### config.mk
export PLATFORM = sky130hd
export DESIGN_NAME = bit_permute_pipe_flat
export DESIGN_NICKNAME = d
export VERILOG_FILES = /design/src/rtl/bit_permute_pipe_if.sv /design/src/rtl/bit_permute_pipe.sv /design/src/flat_wrapper.sv
export SDC_FILE = /design/constraint.sdc
export NUM_CORES = 1
export LEC_CHECK = 0
export ABC_AREA = 1
export CORE_MARGIN = 10
export CORE_UTILIZATION = 63
export DETAILED_ROUTE_END_ITERATION = 7
export DONT_BUFFER_PORTS = 1
export HOLD_SLACK_MARGIN = 0.1
export PLACE_DENSITY = 0.79
export SYNTH_ARGS = -nofsm -noshare
export SYNTH_HDL_FRONTEND = slang
export SYNTH_SLANG_ARGS = --single-unit
### constraint.sdc
create_clock -name clk -period 2.55 [get_ports clk]
set_input_delay 0.51 -clock clk [delete_from_list [all_inputs] [get_ports clk]]
set_output_delay 0.51 -clock clk [all_outputs]
set_load 0.03 [all_outputs]
### src/rtl/bit_permute_pipe_if.sv
// Stream interface for bit_permute_pipe.
// Carries both stream sides plus the status outputs.
//   in_valid/in_ready/in_data/in_mode     producer -> engine word stream
//   out_valid/out_ready/out_data/out_mode engine -> consumer word stream
//   fifo_level                            output FIFO occupancy, 0..DEPTH
//   word_count                            completed output handshakes, wraps
// The engine uses modport slave. The surrounding harness uses modport master.
interface bit_permute_pipe_if #(
    parameter int WIDTH = 16,
    parameter int DEPTH = 4
);
    localparam int LW = $clog2(DEPTH) + 1;

    logic             in_valid;
    logic             in_ready;
    logic [WIDTH-1:0] in_data;
    logic [1:0]       in_mode;
    logic             out_valid;
    logic             out_ready;
    logic [WIDTH-1:0] out_data;
    logic [1:0]       out_mode;
    logic [LW-1:0]    fifo_level;
    logic [15:0]      word_count;

    modport master (
        output in_valid, in_data, in_mode, out_ready,
        input  in_ready, out_valid, out_data, out_mode, fifo_level, word_count
    );

    modport slave (
        input  in_valid, in_data, in_mode, out_ready,
        output in_ready, out_valid, out_data, out_mode, fifo_level, word_count
    );
endinterface

### src/rtl/bit_permute_pipe.sv
// Streaming bit-permutation engine.
// A word and its mode are captured into stage S1. The permutation is
// combinational from S1, and the result is written into a DEPTH-entry
// circular output FIFO.
// Modes:
//   0 = pass
//   1 = full bit reverse
//   2 = byte reverse
//   3 = nibble swap within each byte
// Ports:
//   clk    rising-edge clock
//   rst_n  asynchronous active-low reset
//   bus    stream and status signals (bit_permute_pipe_if.slave)
module bit_permute_pipe #(
    parameter int WIDTH = 16,
    parameter int DEPTH = 4
) (
    input  logic                 clk,
    input  logic                 rst_n,
    bit_permute_pipe_if.slave    bus
);
    localparam int AW = $clog2(DEPTH);
    localparam int LW = AW + 1;
    localparam int NB = WIDTH / 8;
    localparam logic [LW-1:0] FULL_LEVEL = LW'(DEPTH);

    logic             s1_valid;
    logic [WIDTH-1:0] s1_data;
    logic [1:0]       s1_mode;
    logic [WIDTH-1:0] perm;

    logic [WIDTH-1:0] mem_data [DEPTH];
    logic [1:0]       mem_mode [DEPTH];
    logic [AW-1:0]    wr_ptr;
    logic [AW-1:0]    rd_ptr;
    logic [LW-1:0]    level;
    logic [15:0]      count;

    logic not_full;
    logic accept;
    logic push;
    logic pop;

    // Only registered state feeds not_full.
    // A same-cycle pop therefore never frees a slot for this cycle's push.
    assign not_full = (level < FULL_LEVEL);
    assign accept   = bus.in_valid & bus.in_ready;
    assign push     = s1_valid & not_full;
    assign pop      = (level != '0) & bus.out_ready;

    assign bus.in_ready   = rst_n & (~s1_valid | not_full);
    assign bus.out_valid  = (level != '0);
    assign bus.out_data   = mem_data[rd_ptr];
    assign bus.out_mode   = mem_mode[rd_ptr];
    assign bus.fifo_level = level;
    assign bus.word_count = count;

    always_comb begin
        perm = s1_data;
        case (s1_mode)
            2'd1: begin
                for (int i = 0; i < WIDTH; i++) begin
                    perm[i] = s1_data[WIDTH-1-i];
                end
            end
            2'd2: begin
                for (int j = 0; j < NB; j++) begin
                    perm[8*j +: 8] = s1_data[8*(NB-1-j) +: 8];
                end
            end
            2'd3: begin
                for (int j = 0; j < NB; j++) begin
                    perm[8*j +: 8] = {s1_data[8*j +: 4], s1_data[8*j+4 +: 4]};
                end
            end
            default: perm = s1_data;
        endcase
    end

    // S1 fills on accept.
    // S1 empties when its word moves into the FIFO without a refill.
    always_ff @(posedge clk or negedge rst_n) begin
        if (!rst_n) begin
            s1_valid <= 1'b0;
            s1_data  <= '0;
            s1_mode  <= '0;
        end else begin
            if (accept) begin
                s1_valid <= 1'b1;
                s1_data  <= bus.in_data;
                s1_mode  <= bus.in_mode;
            end else if (push) begin
                s1_valid <= 1'b0;
            end
        end
    end

    // The storage is cleared on reset so that out_data and out_mode read 0.
    always_ff @(posedge clk or negedge rst_n) begin
        if (!rst_n) begin
            for (int k = 0; k < DEPTH; k++) begin
                mem_data[k] <= '0;
                mem_mode[k] <= '0;
            end
        end else if (push) begin
            mem_data[wr_ptr] <= perm;
            mem_mode[wr_ptr] <= s1_mode;
        end
    end

    always_ff @(posedge clk or negedge rst_n) begin
        if (!rst_n) begin
            wr_ptr <= '0;
            rd_ptr <= '0;
            level  <= '0;
            count  <= '0;
        end else begin
            if (push) begin
                wr_ptr <= wr_ptr + 1'b1;
            end
            if (pop) begin
                rd_ptr <= rd_ptr + 1'b1;
                count  <= count + 16'd1;
            end
            case ({push, pop})
                2'b10:   level <= level + 1'b1;
                2'b01:   level <= level - 1'b1;
                default: level <= level;
            endcase
        end
    end
endmodule

### src/flat_wrapper.sv
// flat-port wrapper written by rule: the top's interface ports become plain ports
module bit_permute_pipe_flat 
#(
    parameter int WIDTH = 16,
    parameter int DEPTH = 4
)
  (clk, rst_n, bus_in_valid, bus_in_data, bus_in_mode, bus_out_ready, bus_in_ready, bus_out_valid, bus_out_data, bus_out_mode, bus_fifo_level, bus_word_count);
  bit_permute_pipe_if #(.WIDTH(WIDTH), .DEPTH(DEPTH)) bus_i ();
  input  logic clk;
  input  logic rst_n;
  input wire logic [$bits(bus_i.in_valid)-1:0] bus_in_valid;
  input wire logic [$bits(bus_i.in_data)-1:0] bus_in_data;
  input wire logic [$bits(bus_i.in_mode)-1:0] bus_in_mode;
  input wire logic [$bits(bus_i.out_ready)-1:0] bus_out_ready;
  output wire logic [$bits(bus_i.in_ready)-1:0] bus_in_ready;
  output wire logic [$bits(bus_i.out_valid)-1:0] bus_out_valid;
  output wire logic [$bits(bus_i.out_data)-1:0] bus_out_data;
  output wire logic [$bits(bus_i.out_mode)-1:0] bus_out_mode;
  output wire logic [$bits(bus_i.fifo_level)-1:0] bus_fifo_level;
  output wire logic [$bits(bus_i.word_count)-1:0] bus_word_count;
  assign bus_i.in_valid = bus_in_valid;
  assign bus_i.in_data = bus_in_data;
  assign bus_i.in_mode = bus_in_mode;
  assign bus_i.out_ready = bus_out_ready;
  assign bus_in_ready = bus_i.in_ready;
  assign bus_out_valid = bus_i.out_valid;
  assign bus_out_data = bus_i.out_data;
  assign bus_out_mode = bus_i.out_mode;
  assign bus_fifo_level = bus_i.fifo_level;
  assign bus_word_count = bus_i.word_count;
  bit_permute_pipe #(.WIDTH(WIDTH), .DEPTH(DEPTH)) u_core (.clk(clk), .rst_n(rst_n), .bus(bus_i));
endmodule
==> impl_metrics.py, run 1 <==
metrics = {
    "placed_design": {
        "place.gp.congestion": 0.879,
        "placed_area_um2": 5860,
        "hpwl_um": 9540,
        "placedCellCount": 832,
        "portBuffers": 0,
    },
    "cts": {
        "cts_setup_buffers": 0,
        "cts-resized-gates": 0,
        "clock_path_buffers": 2,
        "cts.htree.levels": 4,
        "cts_buffers": 17,
        "cts_tree": "yes",
        "clock_latency_ps": 520,
        "cts-root-buf": "clkbuf_8",
        "cts.sinks": 114,
        "path_clk_slew_ps": 60,
    },
    "sta": {
        "skew_ps": 8.00,
        "slew_headroom": 0.536,
        "fmax_mhz": 420,
        "fin_crit_ps": 2380,
        "rsz0062_at_grt": "no",
        "worst_pin_slew_ps": 694,
        "finalHoldViolCount": 114,
        "tns_ps": 0,
        "whs_ps": -320,
        "slew_violations": 0,
        "period_share": 0.933,
        "setup_viol": 0,
    },
    "worst_setup_path": {
        "arrival_ps": 1870,
        "path_class": "flip-flop to output port",
        "endpoint_kind": "output port",
        "crit_path_max_fanout": 12,
        "cp_data_required_time_ps": 2040,
        "worstSetupStartpointType": "flip-flop",
    },
    "yosys": {
        "syn_area_um2": 5610,
        "synth.mux.area_fraction": 0,
        "yosys.area_share.simple": 0.331,
        "seq_area_frac_synth": 0.508,
        "synth_compound_area_frac": 0.0749,
        "synth_xor_area_frac": 0.0187,
        "synth_fa_ha_area_frac": 0.0169,
        "synth_cells": 720,
        "netlist.area_leader.share": 0.508,
        "ys.warnings.count": 0,
        "synth.distinct_cells": 30,
        "synth.largest_area_cell": "dfrtp_1",
        "synth_top_family_by_area": "simple AND/OR/NAND/NOR gates",
        "synth.avg_cell_area_um2": 7.79,
        "syn-num-nets": 749,
        "synth_area_leaders": "dfrtp_1 (51%), nand2_1 (19%), nand3_1 (6.0%)",
        "ys_ff_latch": 114,
    },
    "power_and_ir_drop": {
        "power_frac_clock": 0.249,
        "power.density_nw_per_um2": 1470,
        "pwr-share-seq": 0.342,
        "swShare": 0.434,
        "power_leakage_nw": 3.30,
        "p_comb_frac": 0.409,
        "ir_drop_mv": 0.896,
        "p_sw_mw": 4.12,
        "intPower_mw": 5.38,
    },
    "finish": {
        "area_delta_synth_final_pct": 15.0,
        "nNetsFinal": 772,
        "final_cells": 864,
        "drive_gt1_frac": 0.115,
        "final_area_um2": 6450,
        "insertedDiodeCount": 0,
        "final_core_util": 0.744,
    },
    "drt": {
        "firstDrtPassIters": 5,
        "highest_layer": "met4",
        "dr_wl_met2_um": 7310,
        "drc": 0,
        "dr_wl_met3_um": 1500,
        "route.vias.total": 5101,
        "wl_per_cell_um": 17.4,
        "drt-total-wl_um": 15000,
        "routed_via_density": 5.90,
        "ant_nets": 0,
        "drtIter0Drc": 449,
        "met1_length_um": 5790,
    },
    "floorplanning": {
        "die_x_um": 114,
        "rows": 34,
        "core_area_um2": 8680,
        "io_pins": 61,
        "start_util": 0.647,
        "die_y_um": 114,
        "die_area_um2": 13100,
    },
    "global_route": {
        "antenna_found_initial": 0,
        "grt_overflow": 0,
        "grt_max_degree": 116,
        "grt_pass1_vias": 5077,
        "grt_usage": 0.236,
        "grt_pass1_wl_um": 24800,
    },
    "run": {
        "cap_viol_max_count": 0,
    },
    "outcome": {
        "run_status": "complete, but fails checks",
        "violations": "negative hold slack",
    },
    "min_path": {
        "hold_class": "primary input to async pin",
    },
}
cell usage after synthesis, drive strengths merged:
| cell type | count |
|---|---|
| nand3 | 71 |
| nand4 | 8 |
| clkbuf | 16 |
| dfrtp | 114 |
| nor2 | 65 |
| a21oi | 5 |
| xor2 | 9 |
| inv | 33 |
| or2 | 8 |
| nand3b | 2 |
| o21ai | 55 |
| nor3 | 1 |
| nand2 | 286 |
| o211ai | 1 |
| and2 | 1 |
| o22ai | 18 |
| clkinv | 1 |
| buf | 16 |
| xnor2 | 3 |
| ha | 6 |
| fa | 1 |
worst max-delay path, stage by stage (launching register included):
cell and delay, ps:
dfrtp_1 370, inv_1 230, buf_4 270, o21ai_0 110, o22ai_1 160, buf_4 190
per-stage QoR:
stage | setup slack [ps] | power [mW]
2_1_floorplan | 288 | 5.80
4_1_cts | 164 | 9.49
3_5_place_dp | 396 | 7.06
5_1_grt | 71.7 | 10.1
3_3_place_gp | 477 | 6.93
6_report | 170 | 9.50
state kept, by name, indices dropped and copies added, names as in the netlist:
signal and count:
u_core.bus.fifo_level 3, u_core.wr_ptr 2, u_core.s1_mode 2, u_core.s1_valid 1
u_core.rd_ptr 2, u_core.mem_data 64, u_core.s1_data 16, u_core.mem_mode 8
u_core.bus.word_count 16
final cells by class:
class                   count  area, um2
multi-input cells         540       2480
inverters                  34        128
flip-flops and latches    114       2850
repair buffers             36        270
clock buffers              19        432
fillers                   633       2220
clock inverters            13        160
well taps                 108        135
cells in the final DEF (no fill, tap or decap), types with 2 or more instances in the layout:
master      count
buf_4          36
nand3b_1        2
or2_2           8
nand4_1         8
nand3_2         4
ha_1            6
clkinv_4        3
clkbuf_16      16
inv_1          32
bufinv_16       3
nor2_1         60
nor2_4          3
xnor2_1         3
a21oi_1         5
nor2_2          2
clkinv_2        4
nand3_1        67
dfrtp_1       114
clkbuf_8        2
nand2_1       284
o22ai_1        18
xor2_1          9
clkinvlp_4      2
o21ai_0        54
path summary, 6_finish.rpt:
path                                                           start                                    to  slack [ps]  cells past startpoint
worst max register to register  u_core.bus.fifo_level[2]$_DFFE_PN0P_  u_core.bus.fifo_level[2]$_DFFE_PN0P_         360                     10
worst min-delay path                                           rst_n        u_core.mem_data[4]$_DFFE_PN0P_        -320                      0
min in group clk                                      bus_in_data[7]         u_core.s1_data[7]$_DFFE_PN0P_         120                      2
max in group asynchronous                                      rst_n       u_core.mem_data[22]$_DFFE_PN0P_        2750                      0
worst max-delay path                    u_core.rd_ptr[1]$_DFFE_PN0P_                      bus_out_data[13]         170                      5
worst min register to register       u_core.mem_data[35]$_DFFE_PN0P_       u_core.mem_data[35]$_DFFE_PN0P_         470                      2
routing by layer:
metal  vias to the layer above  global-route usage
met1                      2448               0.282
met3                        43              0.0760
li1                       2365                   -
met2                       245               0.377
met4                         0               0.112
met5                         -                   0
power groups by stage:
stage / registers [mW] / clock network, mW / logic, mW
floorplan: 3.09 / 0 / 2.71
global placement: 3.21 / 0 / 3.72
detailed placement: 3.23 / 0 / 3.82
CTS: 3.22 / 2.37 / 3.89
global route: 3.33 / 2.46 / 4.28
finish: 3.24 / 2.37 / 3.89
kinds of logic (layout without fill, tap and decap cells):
group	count (synthesis)	in the layout
DFF	114	114
and+or+nand+nor	442	442
xor gates and xnor gates	12	12
adders and majority gates	7	7
AOI/OAI and AO/OA	79	79
buffers and inverters	66	102
Power figures use the tool's default switching activity.
==> run 2: changes to the inputs <==
==> constraint.sdc (replaced) <==
create_clock -name clk -period 2.55 [get_ports clk]
set_input_delay 0.6375 -clock clk [delete_from_list [all_inputs] [get_ports clk]]
set_output_delay 0.6375 -clock clk [all_outputs]
set_load 0.03 [all_outputs]
==> run 2 against run 1 <==
  * The flow still finishes with violations (negative hold slack)
  * Via count is 1.3% higher
  * First-iteration DRC count is 17% higher
  * Clock-buffer cell count up 1
  * Critical path depth fell by 1
  * Utilization rose by 1.1 points
  * Die area did not move
  * Final cell count is 0.35% lower
  * Sequential power about the same
  * Sequential cell count unchanged
  * Critical endpoint is now bus_out_data[10]
  * Largest power group unchanged
==> impl_metrics.py, run 2 (synthesized netlist as in run 1, its figures left out) <==
metrics = {
    "power_and_ir_drop": {
        "power.density_nw_per_um2": 1520,
        "power_leakage_nw": 3.35,
        "ir_drop_mv": 0.806,
        "p_total_mw": 9.98,
    },
    "worst_setup_path": {
        "worstSetupStartpointType": "flip-flop",
        "crit_chain": "buf_6 -> o21ai_0 -> o22ai_1 -> buf_4",
        "timing.rr.end": "u_core.bus.fifo_level[2]$_DFFE_PN0P_",
        "path_buf_inv": 2,
        "cp_slowest_stage_delay_ps": 410,
        "path_delay_family": "buffers and inverters",
        "crit_path_top_delay_cell": "dfrtp_1",
        "r2r_start": "u_core.bus.fifo_level[2]$_DFFE_PN0P_",
        "reg2reg_depth": 10,
        "crit_path_max_fanout": 37,
        "arrival_ps": 1830,
        "path_class": "flip-flop to output port",
        "cp_data_required_time_ps": 1910,
        "endpoint_kind": "output port",
        "r2r_setup_slack_ps": 360,
    },
    "min_path": {
        "hold_class": "primary input to async pin",
    },
    "sta": {
        "fmax_mhz": 405,
        "tns_ps": 0,
        "slew_headroom": 0.531,
        "layout_setup_ws_ps": 78.9,
        "worst_pin_slew_ps": 701,
        "slew_violations": 0,
        "finalHoldViolCount": 114,
        "fin_crit_ps": 2470,
        "rsz0062_at_grt": "no",
        "setup_viol": 0,
        "whs_ps": -197,
        "period_share": 0.969,
        "skew_ps": 10.3,
    },
    "finish": {
        "final_cell_mix": "nand2_1 (284), dfrtp_1 (114), nand3_1 (67)",
        "area_delta_synth_final_pct": 16.7,
        "drive_gt1_frac": 0.114,
        "final_cells": 861,
        "layout_commonest_cell": "nand2_1",
        "nNetsFinal": 771,
        "final_area_um2": 6550,
        "largest_reg_flops": 64,
        "regMostFlops": "u_core.mem_data",
        "insertedDiodeCount": 0,
    },
    "global_route": {
        "grt_pass1_vias": 5243,
        "grt_usage": 0.247,
        "grt_max_degree": 116,
        "antenna_found_initial": 0,
        "grt_pass1_wl_um": 25900,
        "grt_overflow": 0,
    },
    "floorplanning": {
        "start_util": 0.647,
        "io_pins": 61,
        "die_y_um": 114,
        "die_area_um2": 13100,
        "rows": 34,
        "die_x_um": 114,
        "core_area_um2": 8680,
    },
    "drt": {
        "ant_nets": 0,
        "route.vias.total": 5166,
        "firstDrtPassIters": 6,
        "drc": 0,
        "drtIter0Drc": 524,
        "drt-total-wl_um": 15600,
        "routed_via_density": 6.00,
        "wl_per_cell_um": 18.2,
    },
    "cts": {
        "cts_tree": "yes",
        "path_clk_slew_ps": 60,
        "cts.htree.levels": 4,
        "clock_latency_ps": 530,
        "cts_buffers": 17,
        "cts-root-buf": "clkbuf_8",
        "cts_setup_buffers": 0,
        "clock_path_buffers": 2,
        "cts.sinks": 114,
    },
    "outcome": {
        "run_status": "complete, but fails checks",
        "violations": "negative hold slack",
    },
    "run": {
        "cap_viol_max_count": 0,
    },
    "placed_design": {
        "preCtsSetupSlack_ps": 398,
        "placedCellCount": 831,
        "placed_area_um2": 5860,
        "place.gp.congestion": 0.873,
        "portBuffers": 0,
        "hpwl_um": 9550,
    },
}
[run 2: stage by stage]
step,hold WS (ps),utilization
final,-197,0.754
after detailed placement,346,0.675
after global placement,346,0.675
after floorplan,342,-
after global routing,-206,0.754
after CTS,-202,0.754
[run 2: area by class of cell]
type	count	area [um2]
multi-input cells	540	2480
well taps	108	135
fillers	650	2130
clock inverters	10	229
repair buffers	35	267
flip-flops and latches	114	2850
clock buffers	20	455
inverters	34	130
[run 2: worst max-delay path by stage]
stage | from | end | slack, ps | cells after the start
final | u_core.rd_ptr[0]$_DFFE_PN0P_ | bus_out_data[10] | 80 | 4
after CTS | u_core.rd_ptr[0]$_DFFE_PN0P_ | bus_out_data[10] | 40 | 4
after global placement | u_core.bus.fifo_level[2]$_DFFE_PN0P_ | u_core.bus.fifo_level[2]$_DFFE_PN0P_ | 470 | 10
after floorplan | u_core.bus.fifo_level[0]$_DFFE_PN0P_ | u_core.bus.fifo_level[2]$_DFFE_PN0P_ | 290 | 10
after global routing | u_core.rd_ptr[0]$_DFFE_PN0P_ | bus_out_data[13] | 20 | 4
after detailed placement | u_core.bus.fifo_level[2]$_DFFE_PN0P_ | u_core.bus.fifo_level[2]$_DFFE_PN0P_ | 400 | 10
[run 2: report_power, final]
group	internal (mW)	switching, mW
logic	1.32	2.61
registers	2.55	0.697
clock network	1.95	0.842
total	5.82	4.15
[run 2: per-layer routing]
metal | part of all wire | vias up | global-route usage
met2 | 0.48 | 270 | 0.395
met5 | 0 | - | 0
li1 | - | 2355 | -
met3 | 0.099 | 42 | 0.0765
met4 | 0.030 | 0 | 0.104
met1 | 0.39 | 2499 | 0.303
[run 2: what timing repair did]
item                       4_1_cts  5_1_grt
hold endpoints to repair       114      114
resized for setup                1        2
setup endpoints to repair        4        6
